`src/rtl/ask_frame_receiver_pkg.sv`:
```
// Shared constants for the serial ASK frame receiver: default window and
// threshold settings, FSM state encoding and SECDED codeword bit positions.
package ask_frame_receiver_pkg;

   localparam int SAMPLES_PER_BIT_DEF = 128;
   localparam int THRESH_DEF          = 128;

   localparam logic [1:0] ST_IDLE   = 2'd0;
   localparam logic [1:0] ST_START  = 2'd1;
   localparam logic [1:0] ST_DATA   = 2'd2;
   localparam logic [1:0] ST_FINISH = 2'd3;

   typedef enum logic [1:0] {
      S_IDLE   = ST_IDLE,
      S_START  = ST_START,
      S_DATA   = ST_DATA,
      S_FINISH = ST_FINISH
   } state_e;

   // Codeword layout {parity, d3, d2, d1, p4, d0, p2, p1}
   localparam int CW_P1  = 0;
   localparam int CW_P2  = 1;
   localparam int CW_D0  = 2;
   localparam int CW_P4  = 3;
   localparam int CW_D1  = 4;
   localparam int CW_D2  = 5;
   localparam int CW_D3  = 6;
   localparam int CW_PAR = 7;

endpackage

```
`src/rtl/ask_frame_receiver_if.sv`:
```
// Sample input and decoded-frame output bundle of the ASK frame receiver.
interface ask_frame_receiver_if;
   logic [7:0] sample_in;
   logic       sample_valid;
   logic [3:0] data_o;
   logic [7:0] codeword_o;
   logic       error1bit;
   logic       error2bit;
   logic       errorparity;
   logic       frame_valid;
   logic       frame_err;
   logic       busy;

   modport master (
      output sample_in, sample_valid,
      input  data_o, codeword_o, error1bit, error2bit, errorparity,
             frame_valid, frame_err, busy
   );

   modport slave (
      input  sample_in, sample_valid,
      output data_o, codeword_o, error1bit, error2bit, errorparity,
             frame_valid, frame_err, busy
   );
endinterface

```
`src/rtl/ask_frame_receiver_hamming74dec.sv`:
```
// Combinational Hamming(7,4) plus overall-parity decoder for one 8-bit frame.
module hamming74dec
   import ask_frame_receiver_pkg::*;
(
   input  logic [7:0] frame_i,
   output logic [3:0] data_o,
   output logic       error1bit_o,
   output logic       error2bit_o,
   output logic       errorparity_o
);

   logic [2:0] syn_s;
   logic [6:0] flip_s;
   logic [6:0] fixed_s;
   logic       overall_s;

   // Syndrome, single-bit correction and error classification
   always_comb begin
      syn_s[0] = frame_i[0] ^ frame_i[2] ^ frame_i[4] ^ frame_i[6];
      syn_s[1] = frame_i[1] ^ frame_i[2] ^ frame_i[5] ^ frame_i[6];
      syn_s[2] = frame_i[3] ^ frame_i[4] ^ frame_i[5] ^ frame_i[6];
      if (syn_s != 3'd0) begin
         flip_s = 7'd1 << (syn_s - 3'd1);
      end else begin
         flip_s = 7'd0;
      end
      fixed_s       = frame_i[6:0] ^ flip_s;
      overall_s     = ^frame_i;
      data_o        = {fixed_s[CW_D3], fixed_s[CW_D2], fixed_s[CW_D1], fixed_s[CW_D0]};
      error1bit_o   = (syn_s != 3'd0);
      error2bit_o   = (syn_s != 3'd0) & ~overall_s;
      errorparity_o = (syn_s == 3'd0) & overall_s;
   end

endmodule

```
`src/rtl/ask_frame_receiver.sv`:
```
// Serial ASK receiver: start-burst detect, per-bit threshold-count voting,
// LSB-first frame assembly and SECDED decode of the received byte.
module ask_frame_receiver
   import ask_frame_receiver_pkg::*;
#(
   parameter int SAMPLES_PER_BIT = SAMPLES_PER_BIT_DEF,
   parameter int THRESH          = THRESH_DEF,
   parameter int VOTE_MIN        = SAMPLES_PER_BIT / 4
) (
   input  logic                 clk,
   input  logic                 rst,
   ask_frame_receiver_if.slave  bus
);

   localparam int              CW       = $clog2(SAMPLES_PER_BIT + 1);
   localparam logic [CW-1:0]   LAST_IDX = CW'(SAMPLES_PER_BIT - 1);
   localparam logic [CW-1:0]   VOTE_L   = CW'(VOTE_MIN);
   localparam logic [7:0]      THRESH_L = 8'(THRESH);

   state_e          state_q, state_d;
   logic [CW-1:0]   sample_idx_q, sample_idx_d;
   logic [CW-1:0]   hi_cnt_q, hi_cnt_d;
   logic [2:0]      bit_idx_q, bit_idx_d;
   logic [7:0]      shreg_q, shreg_d;
   logic            frame_valid_d, frame_err_d;

   logic [3:0]      data_q;
   logic [7:0]      codeword_q;
   logic            err1_q, err2_q, errp_q;
   logic            frame_valid_q, frame_err_q, busy_q;

   logic            sample_hi_s, win_end_s, vote_s;
   logic [CW-1:0]   hi_final_s;
   logic [3:0]      dec_data_s;
   logic            dec_e1_s, dec_e2_s, dec_ep_s;

   assign sample_hi_s = bus.sample_in > THRESH_L;
   assign win_end_s   = (sample_idx_q == LAST_IDX);
   assign hi_final_s  = hi_cnt_q + {{(CW-1){1'b0}}, sample_hi_s};
   assign vote_s      = (hi_final_s > VOTE_L);

   // The decoder sees the next-state frame so its result is captured on the
   // same edge that enters FINISH, lining data up with the frame_valid pulse.
   hamming74dec u_dec (
      .frame_i       (shreg_d),
      .data_o        (dec_data_s),
      .error1bit_o   (dec_e1_s),
      .error2bit_o   (dec_e2_s),
      .errorparity_o (dec_ep_s)
   );

   // Next-state logic for the frame FSM, sample/bit counters and shift register
   always_comb begin
      state_d       = state_q;
      sample_idx_d  = sample_idx_q;
      hi_cnt_d      = hi_cnt_q;
      bit_idx_d     = bit_idx_q;
      shreg_d       = shreg_q;
      frame_valid_d = 1'b0;
      frame_err_d   = 1'b0;
      case (state_q)
         S_IDLE: begin
            if (bus.sample_valid && sample_hi_s) begin
               state_d      = S_START;
               sample_idx_d = CW'(1);
               hi_cnt_d     = CW'(1);
            end else begin
               state_d = S_IDLE;
            end
         end
         S_START, S_DATA: begin
            if (bus.sample_valid && win_end_s) begin
               sample_idx_d = '0;
               hi_cnt_d     = '0;
               if (state_q == S_START) begin
                  bit_idx_d   = 3'd0;
                  state_d     = vote_s ? S_DATA : S_IDLE;
                  frame_err_d = ~vote_s;
               end else begin
                  shreg_d[bit_idx_q] = vote_s;
                  if (bit_idx_q == 3'd7) begin
                     state_d       = S_FINISH;
                     frame_valid_d = 1'b1;
                  end else begin
                     bit_idx_d = bit_idx_q + 3'd1;
                  end
               end
            end else if (bus.sample_valid) begin
               sample_idx_d = sample_idx_q + CW'(1);
               hi_cnt_d     = hi_final_s;
            end else begin
               state_d = state_q;
            end
         end
         S_FINISH: begin
            state_d   = S_IDLE;
            bit_idx_d = 3'd0;
         end
         default: begin
            state_d = S_IDLE;
         end
      endcase
   end

   // State, counters, shift register and registered outputs
   always_ff @(posedge clk) begin
      if (rst) begin
         state_q       <= S_IDLE;
         sample_idx_q  <= '0;
         hi_cnt_q      <= '0;
         bit_idx_q     <= 3'd0;
         shreg_q       <= 8'd0;
         data_q        <= 4'd0;
         codeword_q    <= 8'd0;
         err1_q        <= 1'b0;
         err2_q        <= 1'b0;
         errp_q        <= 1'b0;
         frame_valid_q <= 1'b0;
         frame_err_q   <= 1'b0;
         busy_q        <= 1'b0;
      end else begin
         state_q       <= state_d;
         sample_idx_q  <= sample_idx_d;
         hi_cnt_q      <= hi_cnt_d;
         bit_idx_q     <= bit_idx_d;
         shreg_q       <= shreg_d;
         frame_valid_q <= frame_valid_d;
         frame_err_q   <= frame_err_d;
         busy_q        <= (state_d != S_IDLE);
         if (frame_valid_d) begin
            data_q     <= dec_data_s;
            codeword_q <= shreg_d;
            err1_q     <= dec_e1_s;
            err2_q     <= dec_e2_s;
            errp_q     <= dec_ep_s;
         end
      end
   end

   assign bus.data_o      = data_q;
   assign bus.codeword_o  = codeword_q;
   assign bus.error1bit   = err1_q;
   assign bus.error2bit   = err2_q;
   assign bus.errorparity = errp_q;
   assign bus.frame_valid = frame_valid_q;
   assign bus.frame_err   = frame_err_q;
   assign bus.busy        = busy_q;

endmodule
```
`src/flat_wrapper.sv`:
```
// flat-port wrapper written by rule: the top's interface ports become plain ports
module ask_frame_receiver_flat import ask_frame_receiver_pkg::*;
#(
   parameter int SAMPLES_PER_BIT = SAMPLES_PER_BIT_DEF,
   parameter int THRESH          = THRESH_DEF,
   parameter int VOTE_MIN        = SAMPLES_PER_BIT / 4
)
  (clk, rst, bus_sample_in, bus_sample_valid, bus_data_o, bus_codeword_o, bus_error1bit, bus_error2bit, bus_errorparity, bus_frame_valid, bus_frame_err, bus_busy);
  ask_frame_receiver_if bus_i ();
  input  logic clk;
  input  logic rst;
  input wire logic [$bits(bus_i.sample_in)-1:0] bus_sample_in;
  input wire logic [$bits(bus_i.sample_valid)-1:0] bus_sample_valid;
  output wire logic [$bits(bus_i.data_o)-1:0] bus_data_o;
  output wire logic [$bits(bus_i.codeword_o)-1:0] bus_codeword_o;
  output wire logic [$bits(bus_i.error1bit)-1:0] bus_error1bit;
  output wire logic [$bits(bus_i.error2bit)-1:0] bus_error2bit;
  output wire logic [$bits(bus_i.errorparity)-1:0] bus_errorparity;
  output wire logic [$bits(bus_i.frame_valid)-1:0] bus_frame_valid;
  output wire logic [$bits(bus_i.frame_err)-1:0] bus_frame_err;
  output wire logic [$bits(bus_i.busy)-1:0] bus_busy;
  assign bus_i.sample_in = bus_sample_in;
  assign bus_i.sample_valid = bus_sample_valid;
  assign bus_data_o = bus_i.data_o;
  assign bus_codeword_o = bus_i.codeword_o;
  assign bus_error1bit = bus_i.error1bit;
  assign bus_error2bit = bus_i.error2bit;
  assign bus_errorparity = bus_i.errorparity;
  assign bus_frame_valid = bus_i.frame_valid;
  assign bus_frame_err = bus_i.frame_err;
  assign bus_busy = bus_i.busy;
  ask_frame_receiver #(.SAMPLES_PER_BIT(SAMPLES_PER_BIT), .THRESH(THRESH), .VOTE_MIN(VOTE_MIN)) u_core (.clk(clk), .rst(rst), .bus(bus_i));
endmodule
```
`config.mk`:
```
export PLATFORM = sky130hd
export DESIGN_NAME = ask_frame_receiver_flat
export DESIGN_NICKNAME = d
export VERILOG_FILES = /design/src/rtl/ask_frame_receiver_pkg.sv /design/src/rtl/ask_frame_receiver_if.sv /design/src/rtl/ask_frame_receiver_hamming74dec.sv /design/src/rtl/ask_frame_receiver.sv /design/src/flat_wrapper.sv
export SDC_FILE = /design/constraint.sdc
export NUM_CORES = 1
export LEC_CHECK = 0
export CORE_ASPECT_RATIO = 1.1
export CORE_MARGIN = 3
export CORE_UTILIZATION = 45
export CTS_CLUSTER_SIZE = 20
export DETAILED_ROUTE_END_ITERATION = 7
export PLACE_DENSITY_LB_ADDON = 0.25
export SLEW_MARGIN = 15
export SYNTH_ARGS = -nofsm -noshare
export SYNTH_HDL_FRONTEND = slang
export SYNTH_SLANG_ARGS = --single-unit
```
`constraint.sdc`:
```
create_clock -name clk -period 4.9 [get_ports clk]
set_input_delay 0.735 -clock clk [delete_from_list [all_inputs] [get_ports clk]]
set_output_delay 0.735 -clock clk [all_outputs]
set_load 0.05 [all_outputs]
```
# Word-level counts from Yosys, hierarchy flattened

Index checks and enable logic that the tools add are counted.

Shifts and indexed selects: 1
Muxes and demuxes: 28
Reduce and logical (&&, ||, !) cells: 14
Multipliers: 0
Divide/modulo/power cells: 0
Equality and inequality tests: 9
Bitwise operators: 17
Add/sub/neg operators: 4
$lt $le $gt $ge: 4

Operators by type and width:

| cell                                                                             | number |
|---|---|
| 8-bit 2-to-1 mux                                                                 | 8 |
| 8-bit case mux with 2 select lines                                               | 2 |
| 3-bit 2-to-1 mux                                                                 | 3 |
| 1-bit bitwise XOR                                                                | 9 |
| 8-bit by 1-bit adder with 8-bit output                                           | 1 |
| 8-bit by 1-bit adder with 8-bit output (second input constant)                   | 1 |
| 8-bit bitwise mux                                                                | 1 |
| 8-bit by 7-bit equality test with 1-bit output (second input constant)           | 1 |
| 8-bit by 6-bit greater-than comparator with 1-bit output (second input constant) | 1 |
| 8-bit greater-than comparator (second input constant)                            | 1 |
| 2-bit 2-to-1 mux                                                                 | 4 |
| 8-bit XOR reduction                                                              | 1 |
| 7-bit 2-to-1 mux                                                                 | 1 |
| 1-bit by 3-bit << shifter with 7-bit output (first input constant)               | 1 |
| 7-bit bitwise XOR                                                                | 1 |
| 1-bit 2-to-1 mux                                                                 | 6 |
| 3-bit by 2-bit inequality test with 1-bit output (second input constant)         | 2 |
| 2-bit case mux with 3 select lines                                               | 1 |
| 3-bit case mux with 2 select lines                                               | 1 |
| 3-bit AND reduction                                                              | 2 |
| 2-bit nonzero test                                                               | 3 |
| 1-bit inverter                                                                   | 5 |
| 2-bit equality test (second input constant)                                      | 2 |
| 3-bit by 4-bit < comparator with 1-bit output (second input constant)            | 1 |
| other kinds (14)                                                                 | 18 |

Bits in latches: 0
Memories: 0
Input bits: 11
Memory bits (read-only): 0
Memory bits (writable): 0
Bits in registers: 47
Logic and storage cells: 90

# Depth between registers and ports, before layout

Depth in word-level cells: 15
Gate-level depth with buffers: 17

# Cells and area by module

Synthesis repeated with hierarchy kept, for this count alone.

Cell total of the unflattened synthesis: 329
Area total of the unflattened synthesis: 2707.6 sq um

Modules (own cells, without submodules):

| module             | cells each | times used | seq. area each (sq um) | area an instance (sq um) |
|---|---|---|---|---|
| ask_frame_receiver | 302        | 1          | 940.9                  | 2484.9 |
| hamming74dec       | 27         | 1          | 0.0                    | 222.7 |

# Least setup slack after synthesis

Ideal clock, no wire load.

Path type: input to register
Start: input port bus_sample_in[2]
End: register u_core.data_q[2], in the netlist u_core.bus.data_o[2]
Setup time: 0.073 ns
Setup slack: 0.525 ns
Buffers on the path: 0
Data arrival time: 4.302 ns
Data required time: 4.827 ns
Cell stages on the path: 16
Cell sequence: nor4_1 -> a21boi_0 -> ha_1 -> ha_1 -> and3_1 -> and3_4 -> nor3_1 -> o211ai_4 -> mux2i_1 -> xnor2_2 -> xor2_1 -> nor2_1 -> ha_1 -> or2_2 -> o311a_1 -> nor3_2

Cells in the longest elaborated chain, start to end: 14
Elaborated cells between the ends (all ways): 21
Those cells by class: add/sub: 2; order compare: 2; shift: 1; mux: 5; bitwise: 10; reduce/logical: 1

Ends and longest elaborated chain:

| element                                                    | line                                                                                                                | RTL |
|---|---|---|
| from (decl)                                                | flat_wrapper.sv:12                                                                                                  | `input wire logic [$bits(bus_i.sample_in)-1:0] bus_sample_in;` |
| 8-bit greater-than comparator *                            | ask_frame_receiver.sv:37                                                                                            | `assign sample_hi_s = bus.sample_in > THRESH_L;` |
| 8-bit by 1-bit adder with 8-bit output *                   | ask_frame_receiver.sv:39                                                                                            | `assign hi_final_s = hi_cnt_q + {{(CW-1){1'b0}}, sample_hi_s};` |
| 8-bit by 6-bit greater-than comparator with 1-bit output * | ask_frame_receiver.sv:40                                                                                            | `assign vote_s = (hi_final_s > VOTE_L);` |
| 8-bit bitwise mux *                                        | ask_frame_receiver.sv:80                                                                                            | `shreg_d[bit_idx_q] = vote_s;` |
| 8-bit 2-to-1 mux *                                         | ask_frame_receiver.sv:75                                                                                            | `if (state_q == S_START) begin` |
| 8-bit 2-to-1 mux *                                         | ask_frame_receiver.sv:72                                                                                            | `if (bus.sample_valid && win_end_s) begin` |
| 8-bit 2-to-1 mux *                                         | ask_frame_receiver.sv:61                                                                                            | `case (state_q)` |
| 1-bit bitwise XOR, on equally long branches (3 in series)  | ask_frame_receiver_hamming74dec.sv:19, ask_frame_receiver_hamming74dec.sv:20, ask_frame_receiver_hamming74dec.sv:21 |  |
| 3-bit by 1-bit subtractor with 3-bit output                | ask_frame_receiver_hamming74dec.sv:23                                                                               | `flip_s = 7'd1 << (syn_s - 3'd1);` |
| 1-bit by 3-bit << shifter with 7-bit output                | ask_frame_receiver_hamming74dec.sv:23                                                                               |  |
| 7-bit 2-to-1 mux                                           | ask_frame_receiver_hamming74dec.sv:22                                                                               | `if (syn_s != 3'd0) begin` |
| 7-bit bitwise XOR *                                        | ask_frame_receiver_hamming74dec.sv:27                                                                               | `fixed_s = frame_i[6:0] ^ flip_s;` |
| to (signal assigned)                                       | ask_frame_receiver.sv:131                                                                                           | `data_q <= dec_data_s;` |
| to (decl)                                                  | ask_frame_receiver.sv:27                                                                                            | `logic [3:0] data_q;` |

Mark *: on every way between the ends. The rest lies on a longest branch, timed or not.
A chain may end at the register's enable or synchronous reset.

# Final worst setup path

Ends and elaborated chain as after synthesis.

==> impl_metrics.yaml <==
die:
  dieArea_um2: 6790
  die_x_um: 78.8
  core_um2: 5500
  initial_utilization: 0.477
  die_h_um: 86.1
  rows: 28
  ios: 29
finish:
  fin_nets: 356
  post-route-util: 0.562
  nFillCells: 505
  drive_gt1_frac: 0.113
  syn2layout_area_growth_pct: 17.7
  post_layout_nonfiller_instances: 411
  antenna_cells_inserted: 0
  stdcell_area_um2: 3090
  final_cell_mix: "nor2_1, dfxtp_1, clkdlybuf4s50_1, nand2_1, o21ai_0"
  final_common_cell: "nor2_1"
worst_setup_path:
  max_stage_delay_ns: 0.41
  start_kind: "input port"
  path_cells: "clkdlybuf4s50_1, nor4_1, a21boi_0, ha_1, ha_1, and3_1, and3_4, and3_4, o211ai_4, mux2i_1, xnor2_2, xor2_1, nor2_1, ha_1, or2_2, o311a_1, nor3_2"
  ff2ff_path_depth: 13
  reg2reg_slack_ns: 1.13
  crit_path_max_fanout: 10
  worstPathArrival_ns: 4.83
  critical_path.slowest_cell: "o211ai_4"
  path_class: "in -> reg"
  r2r-end: "u_core.bus.data_o[2]$_SDFFE_PP0P_"
  cp_common_cell: "ha_1"
  cp-end-kind: "flop"
  rr_startpoint: "u_core.state_q[0]$_SDFF_PP0_"
  critical_path_required_ns: 5.14
synth:
  synthArstFlopShare: 0
  syn_nets: 326
  syn_area_um2: 2630
  syn_avg_cell_area_um2: 8.61
  ys_seq_elements: 47
  synth_flop_cell: "dfxtp_1"
  ys_warn_count: 0
  synth_cells: 305
  synth_edf_count: 0
  ys_seq_area_frac: 0.358
  synthDistinctLibCells: 59
routing:
  drtPass1Iterations: 4
  totalWireLength_mm: 5.49
  drtAntennaViolNets: 0
  viasPerCell: 5.38
  wl_per_cell_um: 13.3
  drc_errors: 0
  drtIter0Drc: 119
  num_vias: 2212
sta:
  max_freq_mhz: 218
  period_needed_ns: 4.59
  slew_headroom: 0.528
  final.setup.tns_ns: 0
  setup_viol_count_final: 0
  holdWs_ns: 0.458
  worstMarginPinSlew_ns: 0.703
  fin_skew_ns: 0.0104
  slew_violations: 0
  hold_violations: 0
  fin_crit_sh: 0.937
  grt_setup_unrepaired: "false"
place:
  io_buffers: 28
  placed_cells: 403
  place_area_um2: 2990
  dp_hpwl_mm: 4.05
  gp_congestion: 0.859
power_and_ir_drop:
  p_comb_frac: 0.059
  peakVddDrop_mv: 0.183
  power.internal_w: 0.000517
  p_seq_frac: 0.572
  p_per_area_nw_per_um2: 219
  p_sw_frac: 0.236
  p_switching_w: 0.000160
  pwr-share-clk: 0.370
  leakagePower_nw: 1.15
cts:
  cts_tree: "built"
  path_clk_slew_ns: 0.09
  clockBufferDepth: 2
  cts_sinks: 47
  post_cts_resized: 0
  clkLatencyLatePin_ns: 0.30
  cts_hold_buf: 0
  cts_setup_buffers: 0
  root_buffer: "clkbuf_8"
  cts_buffers: 5
  htreeDepth: 2
hold_path:
  min_to: "u_core.bus.codeword_o[2]$_SDFFE_PP0P_"
  min_path_type: "reg -> reg"
  min_delay_path_depth: 2
  min_from: "u_core.bus.codeword_o[2]$_SDFFE_PP0P_"
grt:
  grt_antenna_before_repair: 0
  grt_start_max_net_pins: 38
  grt_overflow: 0
  grt.total_usage: 0.176
  first_global_vias: 2168
  grt_pass1_wl_mm: 9.78
run_status:
  status: "completed"
run:
  maxCapViolations: 0
worst max-delay path by stage:
stage	from	to	slack, ns	cells past startpoint
after floorplan	bus_sample_in[2]	u_core.bus.data_o[2]$_SDFFE_PP0P_	0.52	16
after global placement	bus_sample_in[2]	u_core.bus.data_o[2]$_SDFFE_PP0P_	0.05	17
after detailed placement	bus_sample_in[2]	u_core.bus.data_o[2]$_SDFFE_PP0P_	-0.006	17
after CTS	bus_sample_in[2]	u_core.bus.data_o[2]$_SDFFE_PP0P_	0.29	17
after global routing	bus_sample_in[2]	u_core.bus.data_o[2]$_SDFFE_PP0P_	0.05	17
final	bus_sample_in[2]	u_core.bus.data_o[2]$_SDFFE_PP0P_	0.31	17
cell usage after synthesis (4+ instances only):
master / number / share of area
a21oi_1: 13 / 0.025
a31oi_1: 4 / 0.0095
and3_1: 6 / 0.014
clkbuf_1: 7 / 0.010
dfxtp_1: 47 / 0.36
ha_1: 10 / 0.048
inv_1: 6 / 0.0086
mux2i_1: 7 / 0.027
nand2_1: 22 / 0.031
nand2b_1: 4 / 0.0095
nand3_1: 17 / 0.032
nand4_1: 4 / 0.0095
nor2_1: 50 / 0.071
nor2b_1: 7 / 0.017
nor3_1: 6 / 0.011
o21ai_0: 18 / 0.034
xnor2_1: 7 / 0.023
xnor2_2: 4 / 0.025
xor2_1: 8 / 0.027
final cells by class:
cell class	count	area, um2	area share
clock buffer	6	82.6	0.0267
clock inverter	2	16.3	0.00527
inverter	6	22.5	0.00729
multi-input combinational	240	1600	0.518
sequential	47	941	0.305
tap	75	93.8	0.0304
timing repair buffer	35	333	0.108
state kept, by name (all words and copies together), names as in the netlist:
name and cells:
u_core.bus.error2bit 1, u_core.state_q 2, u_core.bus.errorparity 1, u_core.bus.error1bit 1, u_core.bus.busy 1, u_core.bus.frame_valid 1, u_core.bit_idx_q 3, u_core.bus.frame_err 1
u_core.shreg_q 8, u_core.bus.codeword_o 8, u_core.hi_cnt_q 8, u_core.sample_idx_q 8, u_core.bus.data_o 4
power by group through the flow:
stage               clock network (W)  registers [W]  logic (W)
finish                       0.000250       0.000387  0.0000396
global route                 0.000272       0.000387  0.0000444
CTS                          0.000259       0.000387  0.0000396
detailed placement                  0       0.000396  0.0000395
global placement                    0       0.000396  0.0000386
floorplan                           0       0.000396  0.0000225
critical path, delay by kind of cell:
family / cells / cell delay [ns]
xor gates and xnor gates: 2 / 0.49
AOI/OAI and AO/OA: 3 / 0.88
adders and majority gates: 3 / 0.74
muxes: 1 / 0.23
and+or+nand+nor: 7 / 1.34
buffers and inverters: 1 / 0.40
through the flow:
| stage | worst slack, ns | total power [W] |
|---|---|---|
| finish | 0.308 | 0.000676 |
| global route | 0.0486 | 0.000704 |
| CTS | 0.293 | 0.000685 |
| detailed placement | -0.00566 | 0.000435 |
| global placement | 0.0500 | 0.000434 |
| floorplan | 0.525 | 0.000419 |
cells by family (layout without fill, tap and decap cells):
family | count (synthesis) | count (layout) | synth area share
AO/OA/AOI/OAI | 64 | 64 | 0.167
buffers and inverters | 18 | 49 | 0.0319
XOR/XNOR | 19 | 19 | 0.0748
AND/OR/NAND/NOR | 137 | 137 | 0.268
adder cells (fa/ha/maj) | 10 | 10 | 0.0477
flip-flops | 47 | 47 | 0.358
multiplexers | 10 | 10 | 0.0524
layer usage:
metal | GRT usage | wire length (um) | vias up
li1 | - | - | 1138
met1 | 0.226 | 2540 | 1032
met2 | 0.303 | 2700 | 36
met3 | 0.0273 | 184 | 6
met4 | 0.0578 | 59 | 0
met5 | 0 | 0 | -
(Power assumes the default switching activity.)
